$ cat src/rtl/axi_wr_slave_ram_if.sv
// rtl/axi_wr_slave_ram_if.sv - AXI3 write-channel bundle (AW/W/B) between write buffer and RAM responder
interface axi_wr_slave_ram_if;
    logic [3:0]  awid;
    logic [31:0] awaddr;
    logic [3:0]  awlen;
    logic [2:0]  awsize;
    logic [1:0]  awburst;
    logic        awvalid;
    logic        awready;
    logic [3:0]  wid;
    logic [31:0] wdata;
    logic [3:0]  wstrb;
    logic        wlast;
    logic        wvalid;
    logic        wready;
    logic [3:0]  bid;
    logic [1:0]  bresp;
    logic        bvalid;
    logic        bready;

    modport master (
        output awid, awaddr, awlen, awsize, awburst, awvalid,
        output wid, wdata, wstrb, wlast, wvalid,
        output bready,
        input  awready, wready, bid, bresp, bvalid
    );

    modport slave (
        input  awid, awaddr, awlen, awsize, awburst, awvalid,
        input  wid, wdata, wstrb, wlast, wvalid,
        input  bready,
        output awready, wready, bid, bresp, bvalid
    );
endinterface

$ cat src/rtl/axi_wr_slave_ram.sv
// rtl/axi_wr_slave_ram.sv - single-outstanding AXI3 write responder committing beats to a byte-enabled RAM port
module axi_wr_slave_ram #(
    parameter int MEM_AW = 12
) (
    input  logic              clk,
    input  logic              rstn,
    axi_wr_slave_ram_if.slave bus,
    output logic [3:0]        mem_we,
    output logic [MEM_AW-1:0] mem_addr,
    output logic [31:0]       mem_wdata
);
    typedef enum logic [1:0] {IDLE, DATA, RESP} state_t;

    state_t            state, state_n;
    logic              rdy;
    logic [3:0]        id_q;
    logic [MEM_AW-1:0] addr_q, addr_n, wmask, addr_inc;
    logic [3:0]        len_q, cnt_q;
    logic [1:0]        burst_q;
    logic              err_hdr_q, err_q;
    logic              aw_hs, beat, burst_end, hdr_err, last_cnt;

    assign aw_hs     = (state == IDLE) && rdy && bus.awvalid;
    assign beat      = (state == DATA) && bus.wvalid;
    assign last_cnt  = (cnt_q == len_q);
    assign burst_end = beat && (bus.wlast || last_cnt);

    assign hdr_err = (bus.awsize != 3'b010) || (bus.awaddr[1:0] != 2'b00) ||
                     (bus.awburst == 2'b11) ||
                     ((bus.awburst == 2'b10) && !(bus.awlen inside {4'd1, 4'd3, 4'd7, 4'd15}));

    // WRAP lengths are 2^k-1, so len itself is the mask of the wrapping address bits
    assign wmask    = MEM_AW'(len_q);
    assign addr_inc = addr_q + MEM_AW'(1);

    always_comb begin
        addr_n = addr_q;
        case (burst_q)
            2'b01:   addr_n = addr_inc;
            2'b10:   addr_n = (addr_q & ~wmask) | (addr_inc & wmask);
            default: addr_n = addr_q;
        endcase
    end

    always_ff @(posedge clk or negedge rstn) begin
        if (!rstn) state <= IDLE;
        else       state <= state_n;
    end

    always_comb begin
        state_n = state;
        case (state)
            IDLE:    if (aw_hs) state_n = DATA;
            DATA:    if (burst_end) state_n = RESP;
            RESP:    if (bus.bready) state_n = IDLE;
            default: state_n = IDLE;
        endcase
    end

    always_ff @(posedge clk or negedge rstn) begin
        if (!rstn) begin
            rdy       <= 1'b0;
            id_q      <= '0;
            addr_q    <= '0;
            len_q     <= '0;
            cnt_q     <= '0;
            burst_q   <= '0;
            err_hdr_q <= 1'b0;
            err_q     <= 1'b0;
        end else begin
            rdy <= 1'b1;
            if (aw_hs) begin
                id_q      <= bus.awid;
                addr_q    <= bus.awaddr[MEM_AW+1:2];
                len_q     <= bus.awlen;
                burst_q   <= bus.awburst;
                cnt_q     <= '0;
                err_hdr_q <= hdr_err;
                err_q     <= 1'b0;
            end else if (beat) begin
                addr_q <= addr_n;
                cnt_q  <= cnt_q + 4'd1;
                if (burst_end) err_q <= err_hdr_q || (bus.wlast != last_cnt);
            end
        end
    end

    always_comb begin
        bus.awready = (state == IDLE) && rdy;
        bus.wready  = (state == DATA);
        bus.bvalid  = (state == RESP);
        bus.bid     = (state == RESP) ? id_q : 4'd0;
        bus.bresp   = ((state == RESP) && err_q) ? 2'b10 : 2'b00;
        mem_we      = (beat && !err_hdr_q) ? bus.wstrb : 4'b0000;
        mem_addr    = beat ? addr_q : '0;
        mem_wdata   = beat ? bus.wdata : 32'd0;
    end
endmodule

$ cat src/flat_wrapper.sv
// flat-port wrapper written by rule: the top's interface ports become plain ports
module axi_wr_slave_ram_flat 
#(
    parameter int MEM_AW = 12
)
  (clk, rstn, mem_we, mem_addr, mem_wdata, bus_awid, bus_awaddr, bus_awlen, bus_awsize, bus_awburst, bus_awvalid, bus_wid, bus_wdata, bus_wstrb, bus_wlast, bus_wvalid, bus_bready, bus_awready, bus_wready, bus_bid, bus_bresp, bus_bvalid);
  axi_wr_slave_ram_if bus_i ();
  input  logic clk;
  input  logic rstn;
  output logic [3:0] mem_we;
  output logic [MEM_AW-1:0] mem_addr;
  output logic [31:0] mem_wdata;
  input wire logic [$bits(bus_i.awid)-1:0] bus_awid;
  input wire logic [$bits(bus_i.awaddr)-1:0] bus_awaddr;
  input wire logic [$bits(bus_i.awlen)-1:0] bus_awlen;
  input wire logic [$bits(bus_i.awsize)-1:0] bus_awsize;
  input wire logic [$bits(bus_i.awburst)-1:0] bus_awburst;
  input wire logic [$bits(bus_i.awvalid)-1:0] bus_awvalid;
  input wire logic [$bits(bus_i.wid)-1:0] bus_wid;
  input wire logic [$bits(bus_i.wdata)-1:0] bus_wdata;
  input wire logic [$bits(bus_i.wstrb)-1:0] bus_wstrb;
  input wire logic [$bits(bus_i.wlast)-1:0] bus_wlast;
  input wire logic [$bits(bus_i.wvalid)-1:0] bus_wvalid;
  input wire logic [$bits(bus_i.bready)-1:0] bus_bready;
  output wire logic [$bits(bus_i.awready)-1:0] bus_awready;
  output wire logic [$bits(bus_i.wready)-1:0] bus_wready;
  output wire logic [$bits(bus_i.bid)-1:0] bus_bid;
  output wire logic [$bits(bus_i.bresp)-1:0] bus_bresp;
  output wire logic [$bits(bus_i.bvalid)-1:0] bus_bvalid;
  assign bus_i.awid = bus_awid;
  assign bus_i.awaddr = bus_awaddr;
  assign bus_i.awlen = bus_awlen;
  assign bus_i.awsize = bus_awsize;
  assign bus_i.awburst = bus_awburst;
  assign bus_i.awvalid = bus_awvalid;
  assign bus_i.wid = bus_wid;
  assign bus_i.wdata = bus_wdata;
  assign bus_i.wstrb = bus_wstrb;
  assign bus_i.wlast = bus_wlast;
  assign bus_i.wvalid = bus_wvalid;
  assign bus_i.bready = bus_bready;
  assign bus_awready = bus_i.awready;
  assign bus_wready = bus_i.wready;
  assign bus_bid = bus_i.bid;
  assign bus_bresp = bus_i.bresp;
  assign bus_bvalid = bus_i.bvalid;
  axi_wr_slave_ram #(.MEM_AW(MEM_AW)) u_core (.clk(clk), .rstn(rstn), .bus(bus_i), .mem_we(mem_we), .mem_addr(mem_addr), .mem_wdata(mem_wdata));
endmodule
$ cat config.mk
export PLATFORM = sky130hd
export DESIGN_NAME = axi_wr_slave_ram_flat
export DESIGN_NICKNAME = d
export VERILOG_FILES = /design/src/rtl/axi_wr_slave_ram_if.sv /design/src/rtl/axi_wr_slave_ram.sv /design/src/flat_wrapper.sv
export SDC_FILE = /design/constraint.sdc
export NUM_CORES = 1
export LEC_CHECK = 0
export ABC_AREA = 0
export CORE_MARGIN = 3
export CORE_UTILIZATION = 29
export CTS_BUF_LIST = sky130_fd_sc_hd__clkbuf_8
export DETAILED_ROUTE_END_ITERATION = 12
export GPL_ROUTABILITY_DRIVEN = 0
export HOLD_SLACK_MARGIN = 0.05
export PLACE_DENSITY_LB_ADDON = 0.25
export SETUP_SLACK_MARGIN = 0.2
export SLEW_MARGIN = 20
export SYNTH_ARGS = -nofsm -noshare
export SYNTH_HDL_FRONTEND = slang
export SYNTH_SLANG_ARGS = --single-unit
$ cat constraint.sdc
create_clock -name clk -period 4.2 [get_ports clk]
set_clock_uncertainty 0.05 [all_clocks]
set_input_delay 0.42 -clock clk [delete_from_list [all_inputs] [get_ports clk]]
set_output_delay 0.42 -clock clk [all_outputs]
set_load 0.1 [all_outputs]
Word level (Yosys, flattened, before mapping)
Cells that the tools add are included.
{"block": "totals", "regBits": 31, "in_bits": 91, "out_inout_bits": 57, "word_cells": 71}
{"block": "op_classes", "addsub": 2, "n_eq_ne": 16, "muxes": 17, "bitwise_logic": 4, "n_reduce_logical": 23}
{"cell": "12-bit two-way mux", "count": 3}
{"cell": "32-bit two-way mux", "count": 1}
{"cell": "12-bit case mux with 2 select lines", "count": 1}
{"cell": "4-bit two-way mux", "count": 4}
{"cell": "12-bit by 1-bit adder with 12-bit output (second input constant)", "count": 1}
{"cell": "12-bit bitwise AND", "count": 1}
{"cell": "12-bit by 4-bit bitwise AND with 12-bit output", "count": 1}
{"cell": "4-bit inverter with 12-bit output", "count": 1}
{"cell": "12-bit OR", "count": 1}
{"cell": "2-bit equality test (second input constant)", "count": 4}
{"cell": "2-bit two-way mux", "count": 4}
{"cell": "1-bit logical AND", "count": 7}
{"cell": "2-bit case mux with 3 select lines", "count": 1}
{"cell": "2-bit nonzero test", "count": 3}
{"cell": "1-bit logical OR", "count": 5}
{"cell": "4-bit by 1-bit adder with 4-bit output (second input constant)", "count": 1}
{"cell": "2-bit by 1-bit equality test with 1-bit output (second input constant)", "count": 2}
{"cell": "4-bit by 1-bit equality test with 1-bit output (second input constant)", "count": 1}
{"cell": "4-bit by 2-bit equality test with 1-bit output (second input constant)", "count": 1}
{"cell": "4-bit by 3-bit equality test with 1-bit output (second input constant)", "count": 1}
{"cell": "4-bit equality test", "count": 1}
{"cell": "4-bit equality test (second input constant)", "count": 1}
{"cell": "2-bit by 1-bit != test with 1-bit output (second input constant)", "count": 2}
{"cell": "2-bit AND reduction", "count": 2}
{"cell": "9 further kinds", "count": 12}

Longest topological paths before layout
{"block": "logic_depth", "depth_word": 6, "ltp_mapped": 6, "mapped_depth_nobuf": 6}

Least setup slack after synthesis
No wires, ideal clock.
{"block": "synth_path", "kind": "reg-to-output", "from": "reg u_core.state[1]", "to": "out mem_we[0]", "t_arrival_ns": 2.962, "setup_slack_ns": 0.768, "stages_incl_launch_ff": 4, "path_cell_list": "dfrtp_1 > nand3b_1 > buf_6 > nor3b_1"}
{"block": "synth_between", "elab_chain_cells": 4}
{"element": "from (decl)", "line": "axi_wr_slave_ram.sv:14", "text": "state_t state, state_n;"}
{"element": "from (signal assigned)", "line": "axi_wr_slave_ram.sv:47", "text": "else state <= state_n;"}
{"element": "2-bit by 1-bit equality test with 1-bit output", "line": "axi_wr_slave_ram.sv:24", "text": "assign beat = (state == DATA) && bus.wvalid;"}
{"element": "1-bit logical AND", "line": "axi_wr_slave_ram.sv:24"}
{"element": "1-bit logical AND", "line": "axi_wr_slave_ram.sv:94", "text": "mem_we = (beat && !err_hdr_q) ? bus.wstrb : 4'b0000;"}
{"element": "4-bit two-way mux", "line": "axi_wr_slave_ram.sv:94"}
{"element": "to (decl)", "line": "flat_wrapper.sv:10", "text": "output logic [3:0] mem_we;"}
No other way between the ends.

Worst setup path in the final report
{"block": "layout_path", "from": "reg u_core.state[0]", "to": "out bus_bid[0]"}
{"block": "layout_between", "elab_chain_cells": 2}
{"element": "2-bit equality test", "line": "axi_wr_slave_ram.sv:92", "text": "bus.bid = (state == RESP) ? id_q : 4'd0;"}
{"element": "4-bit two-way mux", "line": "axi_wr_slave_ram.sv:92"}
{"element": "to (decl)", "line": "flat_wrapper.sv:27", "text": "output wire logic [$bits(bus_i.bid)-1:0] bus_bid;"}
No other way between the ends.

==> impl_metrics.env <==
export IMPL_combPwrFrac=0.628
export IMPL_cellLeakagePower_nw=1.51
export IMPL_synth_edff_count=0
export IMPL_placementRows=30
export IMPL_ys_types=47
export IMPL_route_vias_total=2001
export IMPL_setup_tns_ns=0
export IMPL_drc=0
export IMPL_io_pins=148
export IMPL_synth_seq_cells=31
export IMPL_syn_nets=330
export IMPL_internal_power_w=0.000950
export IMPL_maxSlewHeadroom=0.341
export IMPL_critPathArrivalTime_ns=2.48
export IMPL_period_minus_slack_ns=2.95
export IMPL_met1_length_mm=2.34
export IMPL_synth_area_per_cell_um2=8.75
export IMPL_wl_met2_mm=2.89
export IMPL_clock_latency_ns=0.28
export IMPL_htree_levels=2
export IMPL_synthDominantCellAreaShare=0.376
export IMPL_syn_area_um2=2060
export IMPL_dr_pass1_iters=4
export IMPL_synth_ff_type="dfrtp_1"
export IMPL_dr_wl_met3_um=389
export IMPL_area_growth_syn_to_layout_pct=61.2
export IMPL_grt_ovfl_total=0
export IMPL_cts_tree="done"
export IMPL_cts_hold_repair_buffers=0
export IMPL_dieArea_um2=8170
export IMPL_synth_largest_area_cell="dfrtp_1"
export IMPL_finalSetupViolCount=0
export IMPL_core_area_um2=6830
export IMPL_synth_yosys_seq_area_share=0.376
export IMPL_rsz0062_at_grt="no"
export IMPL_antenna_found_initial=0
export IMPL_powerDensity_nw_per_um2=655
export IMPL_antenna_cells=0
export IMPL_grt_pass1_vias=2043
export IMPL_clk_path_buf_depth=2
export IMPL_grtUsageTotal=0.140
export IMPL_final_layout_size_suffix_gt1_frac=0.190
export IMPL_r2r_setup_slack_ns=2.19
export IMPL_port_buffers=124
export IMPL_final_period_utilization=0.702
export IMPL_cts_inserted_buffers=5
export IMPL_grt_first_pass_wirelength_mm=9.43
export IMPL_swShare=0.565
export IMPL_switching_power_w=0.00123
export IMPL_fin_hold_ws_ns=0.419
export IMPL_run_status="finished clean"
export IMPL_finalMaxSlewViolations=0
export IMPL_initial_core_util=0.302
export IMPL_hold_path_class="flip-flop to flip-flop"
export IMPL_die_h_um=90.4
export IMPL_drtAntennaViolNets=0
export IMPL_crit_type="flip-flop to output pin"
export IMPL_dp_hpwl_mm=4.40
export IMPL_nets=452
export IMPL_cts_resized=0
export IMPL_drt_initial_drc_count=47
export IMPL_stdcell_area_um2=3330
export IMPL_clock_sinks=31
export IMPL_hold_violations=0
export IMPL_cts_setup_buffers=0
export IMPL_wl_per_cell_um=12.5
export IMPL_vdd_ir_drop_max_v=0.000293
export IMPL_worstPathRequired_ns=3.73
export IMPL_start_kind="flip-flop"
export IMPL_yosysMostFrequentCell="and2_1"
export IMPL_post_place_ws_ns=1.33
export IMPL_grt_max_degree=39
export IMPL_cp_end_kind="output pin"
export IMPL_seqPwrFrac=0.262
export IMPL_p_total_w=0.00218
export IMPL_top_layer="met4"
export IMPL_synth_common_cells="and2_1 (48), nand2_1 (41), dfrtp_1 (31)"
export IMPL_viasPerCell=4.41
export IMPL_cts_root_buf="clkbuf_8"
export IMPL_routed_wirelength_mm=5.70
export IMPL_path_clk_slew_ns=0.07
export IMPL_max_slew_worst_pin_slew_ns=0.985
export IMPL_fmax_ghz=0.339
export IMPL_die_width_um=90.4
export IMPL_async_reset_ff_frac=1.00
export IMPL_cap_violations=0
export IMPL_worstPathMaxFanout=7
export IMPL_fin_ws_ns=1.25
export IMPL_placed_cell_area_um2=3240
export IMPL_yosysWarnings=0
export IMPL_clkPwrFrac=0.110
export IMPL_syn_instance_count=236
export IMPL_synthTopCellsByArea="dfrtp_1 (38%), and2_1 (15%), nand2_1 (7.5%), xnor2_1 (3.4%), xor2_1 (2.5%)"
[worst max-delay path, cell delays in order, from the launching register on]
cell and delay (ns):
dfrtp_1 0.47, nor2b_1 0.39, and2_1 0.19, clkdlybuf4s50_1 1.13
[metal layers]
metal | vias up | global-route usage
li1 | 1018 | -
met1 | 901 | 0.159
met2 | 72 | 0.253
met3 | 10 | 0.0417
met4 | 0 | 0.0421
met5 | - | 0
[per-stage QoR]
stage / util / cells
6_report: 0.487 / 454
5_1_grt: 0.487 / 454
4_1_cts: 0.487 / 454
3_5_place_dp: 0.474 / 447
3_3_place_gp: 0.474 / 447
2_1_floorplan: - / 236
[worst paths after layout]
path,startpoint,to,depth (start not counted)
max in group asynchronous,rstn,u_core.burst_q[1]$_DFFE_PN0P_,2
max,u_core.state[0]$_DFFE_PN0P_,bus_bid[0],3
min,u_core.id_q[3]$_DFFE_PN0P_,u_core.id_q[3]$_DFFE_PN0P_,2
min reg2reg,u_core.id_q[3]$_DFFE_PN0P_,u_core.id_q[3]$_DFFE_PN0P_,2
max reg2reg,u_core.state[0]$_DFFE_PN0P_,u_core.addr_q[9]$_DFFE_PN0P_,4
min in group asynchronous,rstn,u_core.addr_q[10]$_DFFE_PN0P_,2
[cell usage in the layout, fill, tap and decap left out, types with 3 or more instances in the layout]
cell              n
xor2_1            6
nor3b_1           4
xnor2_1           8
buf_4            50
and3b_1           4
and3_1            3
inv_1             5
nand4_1           3
o21ai_1           4
nor2_1           12
dfrtp_1          31
clkbuf_8          6
a21oi_1           9
nand3b_1          3
ha_1              3
and2_1           48
o21ai_0           4
clkdlybuf4s50_1  77
mux2i_1           3
nand2_1          41
[power groups by stage]
stage	combinational [W]	sequential, W	clock [W]
final	0.00137	0.000571	0.000240
after global routing	0.00146	0.000598	0.000257
after CTS	0.00138	0.000574	0.000246
after detailed placement	0.00138	0.000580	0
after global placement	0.00137	0.000571	0
after floorplan	0.00111	0.000537	0
[state kept, by name, indices dropped and copies added, names as in the netlist, 2 cells and up, named ones only]
signal,flops
u_core.addr_q,9
u_core.cnt_q,4
u_core.id_q,4
u_core.len_q,4
u_core.burst_q,2
u_core.state,2
[cell families (layout without fill, tap and decap cells)]
kind of cell	count (synthesis)	in the layout	share of synthesized area
and+or+nand+nor	137	137	0.385
xor gates and xnor gates	14	14	0.0594
muxes	3	3	0.0145
adders and majority gates	3	3	0.0182
other	2	2	0.00364
buffers and inverters	18	140	0.0545
AOI/OAI and AO/OA	28	28	0.0891
DFF	31	31	0.376
[final cells by class]
class | instances | area [um2]
multi-input cells | 187 | 1180
flip-flops and latches | 31 | 776
repair buffers | 127 | 1150
clock buffers | 6 | 82.6
inverters | 6 | 22.5
well taps | 96 | 120
fillers | 675 | 3500
clock inverters | 1 | 5.00
(Power assumes the default switching activity.)
